--- config.mk ---
export PLATFORM = sky130hd
export DESIGN_NAME = issue_scoreboard
export DESIGN_NICKNAME = d
export VERILOG_FILES = /design/src/rtl/issue_scoreboard_pkg.sv /design/src/rtl/issue_scoreboard_sb_regfile.sv /design/src/rtl/issue_scoreboard.sv
export SDC_FILE = /design/constraint.sdc
export NUM_CORES = 1
export LEC_CHECK = 0
export BUFFER_PORTS_ARGS = -buffer_cell sky130_fd_sc_hd__buf_2
export CAP_MARGIN = 5
export CORE_UTILIZATION = 45
export CTS_BUF_LIST = sky130_fd_sc_hd__clkbuf_4
export DETAILED_ROUTE_END_ITERATION = 12
export GPL_ROUTABILITY_DRIVEN = 0
export PLACE_DENSITY_LB_ADDON = 0.12
export SYNTH_ARGS = -nofsm -noshare
export SYNTH_HDL_FRONTEND = slang
export SYNTH_SLANG_ARGS = --single-unit
--- constraint.sdc ---
create_clock -name clk -period 4.8 [get_ports clk]
set_clock_uncertainty 0.2 [all_clocks]
set_input_delay 0.24 -clock clk [delete_from_list [all_inputs] [get_ports clk]]
set_output_delay 0.24 -clock clk [all_outputs]
set_load 0.005 [all_outputs]
--- src/rtl/issue_scoreboard_pkg.sv ---
// Shared definitions for the in-order issue scoreboard: op classes, FSM states
// and small decode helpers used by the top and the busy-bit register file.
package issue_scoreboard_pkg;

  localparam logic [2:0] OT_INT    = 3'd0;
  localparam logic [2:0] OT_BRANCH = 3'd1;
  localparam logic [2:0] OT_LOAD   = 3'd2;
  localparam logic [2:0] OT_STORE  = 3'd3;
  localparam logic [2:0] OT_MULDIV = 3'd4;
  localparam logic [2:0] OT_CSR    = 3'd5;
  localparam logic [2:0] OT_FENCE  = 3'd6;

  typedef enum logic [1:0] {
    ST_RUN   = 2'd0,
    ST_DRAIN = 2'd1,
    ST_POST  = 2'd2
  } state_e;

  function automatic logic is_long_op(input logic [2:0] op_type);
    return (op_type == OT_LOAD) || (op_type == OT_MULDIV);
  endfunction

  function automatic logic is_serial_op(input logic [2:0] op_type);
    return (op_type == OT_CSR) || (op_type == OT_FENCE);
  endfunction

  // x0 is hardwired, so its bit is always stripped from any mask.
  function automatic logic [31:0] reg_onehot(input logic en, input logic [4:0] idx);
    logic [31:0] m;
    m = '0;
    if (en) m[idx] = 1'b1;
    m[0] = 1'b0;
    return m;
  endfunction

endpackage

--- src/rtl/issue_scoreboard_sb_regfile.sv ---
// 32-entry busy-bit file: one set port, two writeback clear ports, three
// read ports that see the same-cycle clears (writeback bypass).
module sb_regfile
  import issue_scoreboard_pkg::*;
(
  input  logic       clk,
  input  logic       rst,
  input  logic       set_en_i,
  input  logic [4:0] set_idx_i,
  input  logic       clr0_en_i,
  input  logic [4:0] clr0_idx_i,
  input  logic       clr1_en_i,
  input  logic [4:0] clr1_idx_i,
  input  logic [4:0] rs1_idx_i,
  input  logic [4:0] rs2_idx_i,
  input  logic [4:0] rd_idx_i,
  output logic       rs1_busy_o,
  output logic       rs2_busy_o,
  output logic       rd_busy_o
);

  logic [31:0] busy_q, busy_d;
  logic [31:0] clr_mask, set_mask, eff_busy;

  always_comb begin
    clr_mask = reg_onehot(clr0_en_i, clr0_idx_i) | reg_onehot(clr1_en_i, clr1_idx_i);
    set_mask = reg_onehot(set_en_i, set_idx_i);
    eff_busy = busy_q & ~clr_mask;
    // Set applied after clear so a reissue to a retiring rd stays busy.
    busy_d   = eff_busy | set_mask;
  end

  assign rs1_busy_o = eff_busy[rs1_idx_i];
  assign rs2_busy_o = eff_busy[rs2_idx_i];
  assign rd_busy_o  = eff_busy[rd_idx_i];

  always_ff @(posedge clk) begin
    if (rst) busy_q <= '0;
    else     busy_q <= busy_d;
  end

endmodule

--- src/rtl/issue_scoreboard.sv ---
// In-order issue control: stalls decode on RAW/WAW hazards against in-flight
// long ops and drains all outstanding long ops ahead of CSR/fence ops.
module issue_scoreboard
  import issue_scoreboard_pkg::*;
#(
  parameter int MAX_OUTSTANDING = 4,
  parameter int CNT_W           = 3
) (
  input  logic             clk,
  input  logic             rst,
  input  logic             pipe_flush,
  input  logic             dec_ix_valid,
  output logic             dec_ix_ready,
  input  logic [2:0]       dec_ix_op_type,
  input  logic             dec_ix_wb_en,
  input  logic             dec_ix_rs1_used,
  input  logic             dec_ix_rs2_used,
  input  logic [4:0]       dec_ix_rs1,
  input  logic [4:0]       dec_ix_rs2,
  input  logic [4:0]       dec_ix_rd,
  output logic             ix_issue_valid,
  input  logic             ix_issue_ready,
  input  logic             lsu_wb_valid,
  input  logic [4:0]       lsu_wb_rd,
  input  logic             md_wb_valid,
  input  logic [4:0]       md_wb_rd,
  output logic [CNT_W-1:0] sb_outstanding,
  output logic             sb_idle
);

  // Late writebacks (e.g. after reset) must not wrap the counter.
  function automatic logic [CNT_W-1:0] sat_sub(input logic [CNT_W-1:0] a,
                                               input logic [1:0]       b);
    logic [CNT_W:0] diff;
    diff = {1'b0, a} - (CNT_W+1)'(b);
    return diff[CNT_W] ? '0 : diff[CNT_W-1:0];
  endfunction

  state_e           state_q, state_d;
  logic [CNT_W-1:0] out_q, out_d;
  logic [CNT_W-1:0] eff_out;
  logic [1:0]       wb_cnt;
  logic             rs1_busy, rs2_busy, rd_busy;
  logic             op_long, op_serial, hazard, can_issue, fire, set_en;

  assign op_long   = is_long_op(dec_ix_op_type);
  assign op_serial = is_serial_op(dec_ix_op_type);
  assign wb_cnt    = {1'b0, lsu_wb_valid} + {1'b0, md_wb_valid};
  assign eff_out   = sat_sub(out_q, wb_cnt);

  sb_regfile u_busy (
    .clk        (clk),
    .rst        (rst),
    .set_en_i   (set_en),
    .set_idx_i  (dec_ix_rd),
    .clr0_en_i  (lsu_wb_valid),
    .clr0_idx_i (lsu_wb_rd),
    .clr1_en_i  (md_wb_valid),
    .clr1_idx_i (md_wb_rd),
    .rs1_idx_i  (dec_ix_rs1),
    .rs2_idx_i  (dec_ix_rs2),
    .rd_idx_i   (dec_ix_rd),
    .rs1_busy_o (rs1_busy),
    .rs2_busy_o (rs2_busy),
    .rd_busy_o  (rd_busy)
  );

  always_comb begin
    hazard = (dec_ix_rs1_used & rs1_busy)
           | (dec_ix_rs2_used & rs2_busy)
           | (dec_ix_wb_en & (dec_ix_rd != 5'd0) & rd_busy)
           | (op_long & (eff_out == CNT_W'(MAX_OUTSTANDING)));
    can_issue = (state_q == ST_RUN) & ~hazard & (~op_serial | (eff_out == '0));
  end

  assign ix_issue_valid = ~rst & dec_ix_valid & can_issue & ~pipe_flush;
  assign dec_ix_ready   = ~rst & ix_issue_ready & (can_issue | ~dec_ix_valid);
  assign fire           = ix_issue_valid & ix_issue_ready;
  assign set_en         = fire & op_long & dec_ix_wb_en & (dec_ix_rd != 5'd0);
  assign out_d          = eff_out + CNT_W'(fire & op_long);

  always_comb begin
    state_d = state_q;
    unique case (state_q)
      ST_RUN: begin
        if (fire && op_serial)
          state_d = ST_POST;
        else if (dec_ix_valid && op_serial && (eff_out != '0))
          state_d = ST_DRAIN;
      end
      ST_DRAIN: if (eff_out == '0) state_d = ST_RUN;
      ST_POST:  state_d = ST_RUN;
      default:  state_d = ST_RUN;
    endcase
    // A flushed op is gone, so there is nothing left to serialize.
    if (pipe_flush) state_d = ST_RUN;
  end

  always_ff @(posedge clk) begin
    if (rst) begin
      state_q <= ST_RUN;
      out_q   <= '0;
    end else begin
      state_q <= state_d;
      out_q   <= out_d;
    end
  end

  assign sb_outstanding = out_q;
  assign sb_idle        = (out_q == '0) && (state_q == ST_RUN);

endmodule

==> summary.md <==
| Metric | Value |
|---|---|
| Die Area | 7480 um2 |
| First-pass GRT wire length | 18.8 mm |
| Antenna cells | 0 |
| Cell count of the worst reg-to-reg path | 13 |
| Max Cap Viol | 0 |
| Fmax | 234 MHz |
| Crit path kind | flip-flop to primary output |
| Critical path capture point type | primary output |
| Largest net degree at the start of global routing | 40 |
| PD cells | 242 nW/um2 |
| Reg-to-reg setup timing slack | 0.63 ns |
| Comb power frac | 41.3% |
| Clock share of power | 20.5% |
| Leak | 1.12 nW |
| Initial antenna violation count | 0 |
| Max-slew violations | 0 |
| Crit path max-delay cell type | or4b_2 |
| Die height | 86.5 um |
| Post-synthesis async set-or-reset flop share | 0% |
| Sequential cell fraction of total power | 38.2% |
| Core footprint | 6830 um2 |
| Cell accounting for the most synthesized area | dfxtp_1 |
| Critical R2R Launch | sb_outstanding[0]$_SDFF_PP0_ |
| Min Tclk post-route | 4.27 ns |
| Post-layout instance area | 3550 um2 |
| Period utilization | 89.0% |
| Placed Area | 3470 um2 |
| P_sw | 352 uW |
| First-iteration detailed-routing DRC count | 554 |
| HP Class | input pin to flip-flop |
| Synth warn | 0 |
| Int Pwr | 508 uW |
| Total wire length | 12.2 mm |
| I/O pins | 44 |
| Sequential share of the synthesized area | 22.4% |
| Place WS | 0.630 ns |
| PortBufs | 43 |
| Util after Layout | 52.0% |
| Dpl hpwl | 8.81 mm |
| Reg2reg end | state_q[1]$_SDFFE_PP0P_ |
| Synth cell count leaders | dfxtp_1 (36), nor2_1 (35), nand2_1 (34) |
| Initial Utilization | 47.0% |
| CP Launch Type | flip-flop |
| Final number of setup-violating endpoints | 0 |
| Final setup margin | 0.530 ns |
| Final Hold Viols | 0 |
| Crit path max-delay family | simple AND/OR/NAND/NOR gates |
| Drt drc | 0 |
| Layout cells sized above 1 | 18.0% |
| Remaining antenna violation count | 0 |
| CTS root buffer | clkbuf_4 |
| Worst vdd ir | 147 uV |
| Top cells by area, synth | dfxtp_1 (22%), o221ai_1 (6.0%), o22ai_1 (5.7%) |
| Sw frac | 40.9% |
| Slew HR | 38.7% |
| P&R area growth vs syn | 10.7% |
| Total GRT Usage | 33.8% |
| RSZ-0062 raised after global routing | false |
| Hold path endpoint | state_q[0]$_SDFFE_PP0P_ |
| Count leader, synth | dfxtp_1 |
| Fin nets | 488 |
| Hold Path Depth | 3 |
| Hold path start | dec_ix_valid |
| Skew-Pair Late Insertion Delay | 0.36 ns |
| Grt ovf | 0 |
| Vias in the first global route | 3360 |
| Buf+Inv Stages, Crit Path | 3 |
| Unique masters post-synth | 68 |
| Num CTS Buffers | 5 |
| Post-synth EDFFs | 0 |
| Maximum buffer depth of the clock tree | 2 |
| Sink Count | 36 |
| Worst path max stage delay | 0.68 ns |
| Status | complete, no violations |
| CTS resizes | 0 |
| TNS Setup | 0 ns |
| Critical Path Fanout Max | 5 |
| Avg Cell Area, Syn | 7.77 um2 |
| CP required | 4.36 ns |
| Clock slew at reported path FFs | 0.12 ns |
| Crit-path cells | inv_1 > fa_1 > inv_1 > ha_1 > or4b_2 > nand4_1 > a21oi_1 > nor4_1 > o2111ai_1 > nor4_4 > nand3_1 > a21oi_1 > buf_2 |
| First-pass DRT Iterations | 6 |
| Post-CTS setup buffers | 0 |
| Post-synthesis cell count | 413 |
| Die X | 86.5 um |
| CP arrival | 3.83 ns |
| Top_reg_cell synth | dfxtp_1 |
| CTS tree | done |
| Slew @ Worst Pin | 0.919 ns |
| CTS Hold Bufs | 3 |
| Wire length per cell | 22.6 um |
| Synth Cell Area | 3210 um2 |
| # rows | 30 |
| Htree depth | 2 |
| Mapped Nets | 457 |
| Synth Register Bits | 36 |
| DR vias/cell | 6.94 |
| Top cell type's share of synthesized area | 22.4% |
| Vias | 3757 |
[power by group through the flow]
stage	sequential [mW]	combinational [mW]	clock, mW
after floorplan	0.332	0.248	0
after global routing	0.332	0.401	0.193
after detailed placement	0.335	0.347	0
after global placement	0.334	0.339	0
after CTS	0.328	0.351	0.174
final	0.329	0.355	0.176
[cell usage in the layout, fill, tap and decap left out, types with 6 or more instances in the layout]
cell type / count
nand2_1: 34
nand3_1: 19
nand4_1: 8
nor3_1: 14
dfxtp_1: 36
a21oi_1: 9
or3_1: 8
buf_2: 43
o22ai_1: 29
o221ai_1: 22
nand3b_1: 6
inv_1: 12
o21ai_0: 12
o32ai_1: 10
nor2_1: 35
nand2b_1: 19
nand4b_1: 11
[registers in the layout (all words and copies together), names as in the netlist]
signal          count
sb_outstanding      3
state_q             2
u_busy.busy_q      31
[worst max-delay path by stage]
| stage | to | cells after the start | startpoint | slack, ns |
|---|---|---|---|---|
| detailed placement | sb_outstanding[1]$_SDFF_PP0_ | 15 | lsu_wb_valid | 0.63 |
| CTS | dec_ix_ready | 13 | sb_outstanding[0]$_SDFF_PP0_ | 0.54 |
| finish | dec_ix_ready | 13 | sb_outstanding[0]$_SDFF_PP0_ | 0.53 |
| floorplan | sb_outstanding[1]$_SDFF_PP0_ | 15 | sb_outstanding[0]$_SDFF_PP0_ | 1.05 |
| global placement | sb_outstanding[1]$_SDFF_PP0_ | 15 | lsu_wb_valid | 0.78 |
| global route | dec_ix_ready | 13 | sb_outstanding[0]$_SDFF_PP0_ | 0.29 |
[stage by stage]
stage                     total power [mW]  hold slack (ns)  cells
after detailed placement             0.682            0.276    530
after global routing                 0.926           0.0635    541
final                                0.859           0.0740    541
after CTS                            0.853           0.0593    541
after floorplan                      0.580            0.158    413
after global placement               0.673            0.275    530
[final cells by class]
class	instances	area, um2
fillers	695	3280
multi-input cells	338	2330
flip-flops and latches	36	721
repair buffers	50	275
well taps	96	120
inverters	13	48.8
clock buffers	5	37.5
clock inverters	3	17.5
[layer usage]
| metal | track usage, % | wire length (um) | vias up |
|---|---|---|---|
| met3 | 10.3 | 1570 | 62 |
| met1 | 46.3 | 5120 | 1725 |
| met5 | 0 | 0 | - |
| met4 | 20.9 | 841 | 0 |
| li1 | - | - | 1716 |
| met2 | 45.7 | 4700 | 254 |
[cell families after synthesis]
| group | synth area share [%] |
|---|---|
| and+or+nand+nor | 35.2 |
| AOI/OAI and AO/OA | 30.6 |
| buffers and inverters | 4.83 |
| DFF | 22.4 |
| muxes | 2.77 |
| xor gates and xnor gates | 1.64 |
| adders and majority gates | 2.57 |
[tightest hold or removal path, delay by kind of cell]
kind	cells	cell delay [ns]
and+or+nand+nor	1	0.06
AOI/OAI and AO/OA	1	0.16
buffers and inverters	1	0.12
Power figures use the tool's default switching activity.
